### config.mk
export PLATFORM = sky130hd
export DESIGN_NAME = code_ram
export DESIGN_NICKNAME = d
export VERILOG_FILES = /design/src/rtl/code_ram.sv
export SDC_FILE = /design/constraint.sdc
export NUM_CORES = 2
export LEC_CHECK = 0
export ABC_AREA = 1
export BUFFER_PORTS_ARGS = -buffer_cell sky130_fd_sc_hd__buf_2
export CAP_MARGIN = 20
export CORE_MARGIN = 2
export CORE_UTILIZATION = 25
export DETAILED_ROUTE_END_ITERATION = 12
export PLACE_DENSITY = 0.42
export RECOVER_POWER = 25
export SYNTH_ARGS = -nofsm -noshare
export SYNTH_HDL_FRONTEND = slang
export SYNTH_SLANG_ARGS = --single-unit
### constraint.sdc
create_clock -name clk -period 23.8 [get_ports clk]
set_clock_uncertainty 0.15 [all_clocks]
set_input_delay 4.76 -clock clk [delete_from_list [all_inputs] [get_ports clk]]
set_output_delay 4.76 -clock clk [all_outputs]
set_load 0.01 [all_outputs]
### src/rtl/code_ram.sv
// Program memory for a small CPU: zero-fills itself after reset, then accepts a
// byte-serial program load (MSB byte first) while the CPU fetches NOPs.
module code_ram #(
  parameter int unsigned AW = 8,
  parameter int unsigned DW = 16
) (
  input  logic          clk,
  input  logic          reset,
  input  logic [AW-1:0] addr,
  output logic [DW-1:0] data,
  input  logic          ld_start,
  input  logic          ld_valid,
  input  logic [7:0]    ld_byte,
  input  logic          ld_last,
  output logic          ld_ready,
  output logic          busy,
  output logic          ld_done,
  output logic          ld_ovf
);

  localparam int unsigned NB = DW / 8;
  localparam int unsigned CW = (NB > 1) ? $clog2(NB) : 1;
  localparam logic [AW-1:0] PTR_MAX = '1;
  localparam logic [CW-1:0] CNT_MAX = CW'(NB - 1);

  typedef enum logic [1:0] {
    ST_CLEAR,
    ST_IDLE,
    ST_LOAD,
    ST_DONE
  } state_t;

  state_t          state_q, state_d;
  logic [AW-1:0]   ptr_q, ptr_d;
  logic [CW-1:0]   cnt_q, cnt_d;
  logic [DW-1:0]   asm_q, asm_d;
  logic            ld_ovf_q, ld_ovf_d;
  logic            ld_ready_q, ld_ready_d;
  logic            busy_q, busy_d;
  logic            ld_done_q, ld_done_d;

  logic [DW-1:0]   mem_q [2**AW];
  logic            wr_en_c;
  logic [DW-1:0]   wr_data_c;
  logic [DW-1:0]   asm_next_c;
  logic [CW-1:0]   pad_c;

  // Next-state, pointer and memory-write decode
  always_comb begin
    state_d    = state_q;
    ptr_d      = ptr_q;
    cnt_d      = cnt_q;
    asm_d      = asm_q;
    ld_ovf_d   = ld_ovf_q;
    wr_en_c    = 1'b0;
    wr_data_c  = '0;
    asm_next_c = (asm_q << 8) | DW'(ld_byte);
    pad_c      = CNT_MAX - cnt_q;

    case (state_q)
      ST_CLEAR: begin
        wr_en_c = 1'b1;
        if (ptr_q == PTR_MAX) begin
          state_d = ST_IDLE;
          ptr_d   = '0;
        end else begin
          ptr_d = ptr_q + AW'(1);
        end
      end
      ST_IDLE: begin
        if (ld_start) begin
          state_d  = ST_LOAD;
          ptr_d    = '0;
          cnt_d    = '0;
          asm_d    = '0;
          ld_ovf_d = 1'b0;
        end
      end
      ST_LOAD: begin
        if (ld_valid && ld_ready_q) begin
          asm_d = asm_next_c;
          cnt_d = cnt_q + CW'(1);
          // Word completes on its last byte, or early on ld_last with zero padding
          if (cnt_q == CNT_MAX || ld_last) begin
            wr_en_c   = 1'b1;
            wr_data_c = asm_next_c << {pad_c, 3'b000};
            cnt_d     = '0;
            asm_d     = '0;
            if (ld_last) begin
              state_d = ST_DONE;
            end else if (ptr_q == PTR_MAX) begin
              state_d  = ST_DONE;
              ld_ovf_d = 1'b1;
            end else begin
              ptr_d = ptr_q + AW'(1);
            end
          end
        end
      end
      ST_DONE: state_d = ST_IDLE;
      default: state_d = ST_CLEAR;
    endcase

    busy_d     = (state_d != ST_IDLE);
    ld_ready_d = (state_d == ST_LOAD);
    ld_done_d  = (state_d == ST_DONE);
  end

  // Control registers with synchronous reset
  always_ff @(posedge clk) begin
    if (reset) begin
      state_q    <= ST_CLEAR;
      ptr_q      <= '0;
      cnt_q      <= '0;
      asm_q      <= '0;
      ld_ovf_q   <= 1'b0;
      ld_ready_q <= 1'b0;
      busy_q     <= 1'b1;
      ld_done_q  <= 1'b0;
    end else begin
      state_q    <= state_d;
      ptr_q      <= ptr_d;
      cnt_q      <= cnt_d;
      asm_q      <= asm_d;
      ld_ovf_q   <= ld_ovf_d;
      ld_ready_q <= ld_ready_d;
      busy_q     <= busy_d;
      ld_done_q  <= ld_done_d;
    end
  end

  // Storage array; contents are only ever defined by CLEAR and loads
  always_ff @(posedge clk) begin
    if (!reset && wr_en_c) begin
      mem_q[ptr_q] <= wr_data_c;
    end
  end

  always_comb begin
    data = busy_q ? '0 : mem_q[addr];
  end

  assign ld_ready = ld_ready_q;
  assign busy     = busy_q;
  assign ld_done  = ld_done_q;
  assign ld_ovf   = ld_ovf_q;

endmodule

* Word-level counts from Yosys, hierarchy flattened
Memory sizes are Yosys's and may differ from the RTL's.
Cells that the tools add are included.
** Operators by class
- Add/subtract/negate cells :: 3
- Equality and inequality tests :: 13
- Shift operators :: 1
- Multiplexer cells :: 36
- Bitwise gates (word level) :: 1
- Reduce and logical (&&, ||, !) cells :: 10
** Operators by type and width (number)
- $mux W8 :: 9
- $mux W16 :: 4
- $pmux W8 S3 :: 1
- $or A16 B8 Y16 :: 1
- $pmux W8 S2 :: 1
- $shl A16 B4 Y16 :: 1
- $mux W2 :: 6
- $ne A2 B2 Y1 const B :: 6
- $reduce_and A6 Y1 :: 2
- $mux W1 :: 11
- $add A8 B1 Y8 const B :: 1
- $eq A2 B2 Y1 const B :: 4
- $eq A8 B8 Y1 const B :: 1
- $pmux W2 S4 :: 1
- $pmux W1 S2 :: 3
- $reduce_and A3 Y1 :: 1
- $reduce_bool A3 Y1 :: 1
- $eq A2 B1 Y1 const B :: 1
- $logic_and A1 B1 Y1 :: 2
- $logic_not A2 Y1 :: 1
- $ne A2 B1 Y1 const B :: 1
- $reduce_bool A2 Y1 :: 1
- $add A1 B1 Y1 const B :: 1
- $logic_not A1 Y1 :: 1
- other kinds (2) :: 2
** Word-level totals
- Register bits after elaboration :: 23
- RAM bits :: 4096
- Input bits :: 21
- Output and inout port bits :: 20
- Word-level logic and storage cells :: 73
- Memories :: 1
** Memories
- mem_q :: depth 256, width 16, rd ports 1, clocked after memory_dff 0, wr ports 1, line 42 : logic [DW-1:0] mem_q [2**AW];

* Logic depth before layout (Yosys ltp)
- Depth after elaboration :: 7
- Mapped depth :: 15
- Gate-level depth less buffers :: 12

* Worst setup path before layout
Ideal clock, no wire load.
- Path type :: input-to-reg
- Start point :: input port ld_valid
- End point :: memory mem_q[0][10] (data pin)
- Setup time :: 1389 ps
- Data arrival time :: 11057 ps
- Setup slack :: 11204 ps
- Stages :: 6
- Path buffers :: 0
- Cells stage by stage :: nand2_1 inv_1 nand2_1 nor2_1 inv_2 nor2_1
** On the way
- Longest elaborated chain between the ends :: 3
** RTL lines
- from (decl) :: line 12 : input logic ld_valid,
- $logic_and A1 B1 Y1 :: line 80 : if (ld_valid && ld_ready_q) begin
- $mux W16 :: line 80
- $mux W16 :: line 60 : case (state_q)
- named net wr_data_c[10] :: line 44 : logic [DW-1:0] wr_data_c;
- to (decl) :: line 42
The timed path passes the listed nets, and every way through them passes these cells.

* Worst setup path after layout
- Start point :: input port addr[0]
- End point :: output port data[1]
** On the way
- Longest elaborated chain between the ends :: 2
** RTL lines
- from (decl) :: line 9 : input logic [AW-1:0] addr,
- $mem_v2 Z256 W16
- $mux W16 :: line 140 : data = busy_q ? '0 : mem_q[addr];
- to (decl) :: line 10 : output logic [DW-1:0] data,
No other way between the ends.

==> impl_metrics.env <==
export IMPL_postCtsSetupBuffers=0
export IMPL_cap_violations=30
export IMPL_place_inst=22230
export IMPL_drtIter0Drc=10550
export IMPL_cts_repair_resized=0
export IMPL_gp_congestion=0.7740
export IMPL_antenna_left=0
export IMPL_cts_sinks=4119
export IMPL_p_per_area_nw_per_um2=81.06
export IMPL_rsz0062_at_grt="false"
export IMPL_start_util=0.2511
export IMPL_grt_pass1_wl_um=797200
export IMPL_drc_errors=0
export IMPL_tritoncts="yes"
export IMPL_vias=107600
export IMPL_synthMuxAreaShare=0
export IMPL_cts_hold_buf=0
export IMPL_core_area_um2=663300
export IMPL_synth_warnings=0
export IMPL_grt_ovfl_total=0
export IMPL_synthesis_area_um2=166600
export IMPL_crit_end="data[1]"
export IMPL_final_area_um2=190900
export IMPL_maxSlewViolCount=1538
export IMPL_via_per_inst=4.660
export IMPL_die_area_um2=672900
export IMPL_r2r_slack_ns=13.98
export IMPL_end_kind="output port"
export IMPL_synth_top_family_by_area="simple AND/OR/NAND/NOR gates"
export IMPL_area_growth_pct=14.63
export IMPL_grt_pass1_vias=102900
export IMPL_die_h_um=820.3
export IMPL_drive_above_1_share=0.07902
export IMPL_ys_seq_elements=4119
export IMPL_cts_clk_slew_worst_paths_ns=0.06
export IMPL_violations="max-capacitance violations, max-slew violations"
export IMPL_tightest_slew_ns=8.370
export IMPL_path_class="in -> out"
export IMPL_required_ns=18.89
export IMPL_post_route_period_util=0.6589
export IMPL_grt_antenna_before_repair=34
export IMPL_final_cells=23090
export IMPL_crit_fanout=127
export IMPL_num_rows=299
export IMPL_setup_viol=0
export IMPL_rr_startpoint="state_q[0]"
export IMPL_pin_count=41
export IMPL_synth_distinct_cells=35
export IMPL_placed_area_um2=177400
export IMPL_synth_compound_area_share=0.005333
export IMPL_hold_class="reg -> reg"
export IMPL_die_w_um=820.3
export IMPL_hpwl_um=305500
export IMPL_synth_seq_area_share=0.7411
export IMPL_port_buffers=40
export IMPL_track_usage=0.1607
export IMPL_finalCriticalPeriod_ns=15.68
export IMPL_synth_fa_ha_area_frac=0.0006009
export IMPL_worst_setup_path_start_kind="input port"
export IMPL_htreeDepth=5
export IMPL_syn_inst=13780
export IMPL_synth_xor_area_share=0
export IMPL_total_power_uw=15480
export IMPL_fmax_mhz=63.77
export IMPL_reg2reg_depth=9
export IMPL_timing_final_ws_setup_ns=8.119
export IMPL_critPathLaunch="addr[0]"
export IMPL_root_buffer="clkbuf_16"
export IMPL_drt_total_wl_um=559400
export IMPL_p_leak_uw=0.06833
export IMPL_pre_cts_ws_ns=8.093
export IMPL_status="complete, but fails checks"
export IMPL_syn_nets=13810
export IMPL_cp_data_arrival_time_ns=10.77
export IMPL_dr_pass1_iters=5
export IMPL_worst_slew_margin_rel=-4.580
export IMPL_cts_made_buffers=464
export IMPL_avgSynthCellArea_um2=12.09
export IMPL_vdd_drop_max_uv=64.16
export IMPL_fin_nets=13850
export IMPL_timing_setup_tns_ns=0
export IMPL_yosys_area_share_simple=0.2212
export IMPL_timing_final_hold_violations=0
export IMPL_clock_latency_ns=1.05
export IMPL_grt_max_degree=210
export IMPL_r2r_end="mem_q[123][3]"
export IMPL_cts_buffer_depth=4
export IMPL_routedWlPerCell_um=24.22
[layer usage]
layer,up-vias,global-route usage,part of all wire
li1,49320,-,-
met4,6,0.03636,0.023
met5,-,0,0.000054
met3,649,0.01872,0.051
met1,54770,0.2353,0.47
met2,2848,0.2552,0.46
[state kept, by name, indices dropped and copies added, names as in the netlist, 2 cells and up]
name,count
asm_q,8
mem_q,4096
ptr_q,8
state_q,2
[area by class of cell]
class,instances,area (um2)
diodes,13,32.53
clock buffers,624,12360
clock inverters,220,1609
fillers,67710,472300
inverters,45,224.0
multi-input cells,8677,38240
flip-flops and latches,4119,123500
well taps,8879,11110
repair buffers,514,3913
[synthesized netlist by cell type]
| master | count | area [um2] |
|---|---|---|
| nand4_1 | 7 | 43.79 |
| a21oi_4 | 1 | 16.27 |
| nand2_1 | 4154 | 15590 |
| or2_1 | 1 | 6.260 |
| clkinv_4 | 1 | 8.760 |
| nand3b_4 | 1 | 20.02 |
| nand3b_1 | 1 | 7.510 |
| a21boi_1 | 1 | 7.510 |
| o22ai_1 | 32 | 200.2 |
| a211oi_1 | 1 | 7.510 |
| ha_1 | 8 | 100.1 |
| dfxtp_1 | 23 | 460.4 |
| nor3_2 | 2 | 20.02 |
| buf_2 | 416 | 2082 |
| o221ai_1 | 1 | 8.760 |
| nor2_2 | 1 | 6.260 |
| o21ai_1 | 1 | 5.000 |
| edfxtp_1 | 4096 | 123000 |
| a22oi_1 | 2 | 15.01 |
| buf_8 | 1 | 15.01 |
| clkbuf_1 | 172 | 645.6 |
| a21oi_1 | 55 | 275.3 |
| o21ai_0 | 69 | 345.3 |
| inv_1 | 40 | 150.1 |
| buf_1 | 112 | 420.4 |
| buf_4 | 201 | 1509 |
| inv_2 | 4 | 15.01 |
| nand4_2 | 1 | 12.51 |
| nand3_1 | 3864 | 19340 |
| nor3b_1 | 3 | 22.52 |
| nor2_1 | 458 | 1719 |
| nand2_2 | 1 | 6.260 |
| buf_6 | 39 | 439.2 |
| o21bai_1 | 1 | 7.510 |
| nor3_1 | 11 | 55.05 |
[worst min-delay path by stage]
stage                     depth (start not counted)  endpoint  slack, ns      from
final                                             2  asm_q[2]       0.32  asm_q[2]
after global placement                            2  asm_q[2]       0.30  asm_q[2]
after floorplan                                   2  asm_q[0]       0.30  asm_q[0]
after detailed placement                          2  asm_q[1]       0.31  asm_q[1]
after global routing                              2  asm_q[7]       0.33  asm_q[7]
after CTS                                         2  asm_q[2]       0.32  asm_q[2]
[critical path: stages]
cell	delay [ns]
buf_12	0.38
buf_12	0.49
buf_4	0.67
buf_4	0.66
buf_4	0.77
nand2_1	0.11
nand3_1	0.13
nand3_1	0.11
nand3_1	0.18
nand3_1	0.26
nand3_1	0.25
nand3_1	0.22
nand3_1	0.14
nand2_1	0.39
nor2_1	0.54
buf_2	0.23
[cells by family (layout without fill, tap and decap cells)]
logic type	Yosys count	count (layout)
simple gates	8505	8505
buf+inv	986	1403
flops	4119	4119
fa+ha+maj	8	8
compound gates	164	164
other cells	0	13
[power breakdown]
group	internal, uW	switching (uW)	leakage, uW
Sequential	7870	5.68	0.0446
Combinational	178	664	0.0169
Clock	3780	2980	0.00681
[layout by cell type, fill, tap and decap left out, drive strengths merged]
master	netlist	final
a211oi	1	1
a21boi	1	1
a21oi	56	56
a22oi	2	2
buf	769	439
bufinv	0	15
clkbuf	172	699
clkinv	1	196
clkinvlp	0	2
dfxtp	23	23
diode	0	13
edfxtp	4096	4096
ha	8	8
inv	44	52
nand2	4155	4155
nand3	3864	3864
nand3b	2	2
nand4	8	8
nor2	459	459
nor3	13	13
nor3b	3	3
o21ai	70	70
o21bai	1	1
o221ai	1	1
o22ai	32	32
or2	1	1
[stage by stage]
| step | hold WS, ns | util |
|---|---|---|
| after CTS | 0.3171 | 0.2884 |
| after floorplan | 0.2954 | - |
| after global placement | 0.3038 | 0.2672 |
| final | 0.3152 | 0.2879 |
| after global routing | 0.3310 | 0.2878 |
| after detailed placement | 0.3065 | 0.2674 |
Note: power is estimated with default switching activity, not from simulation.
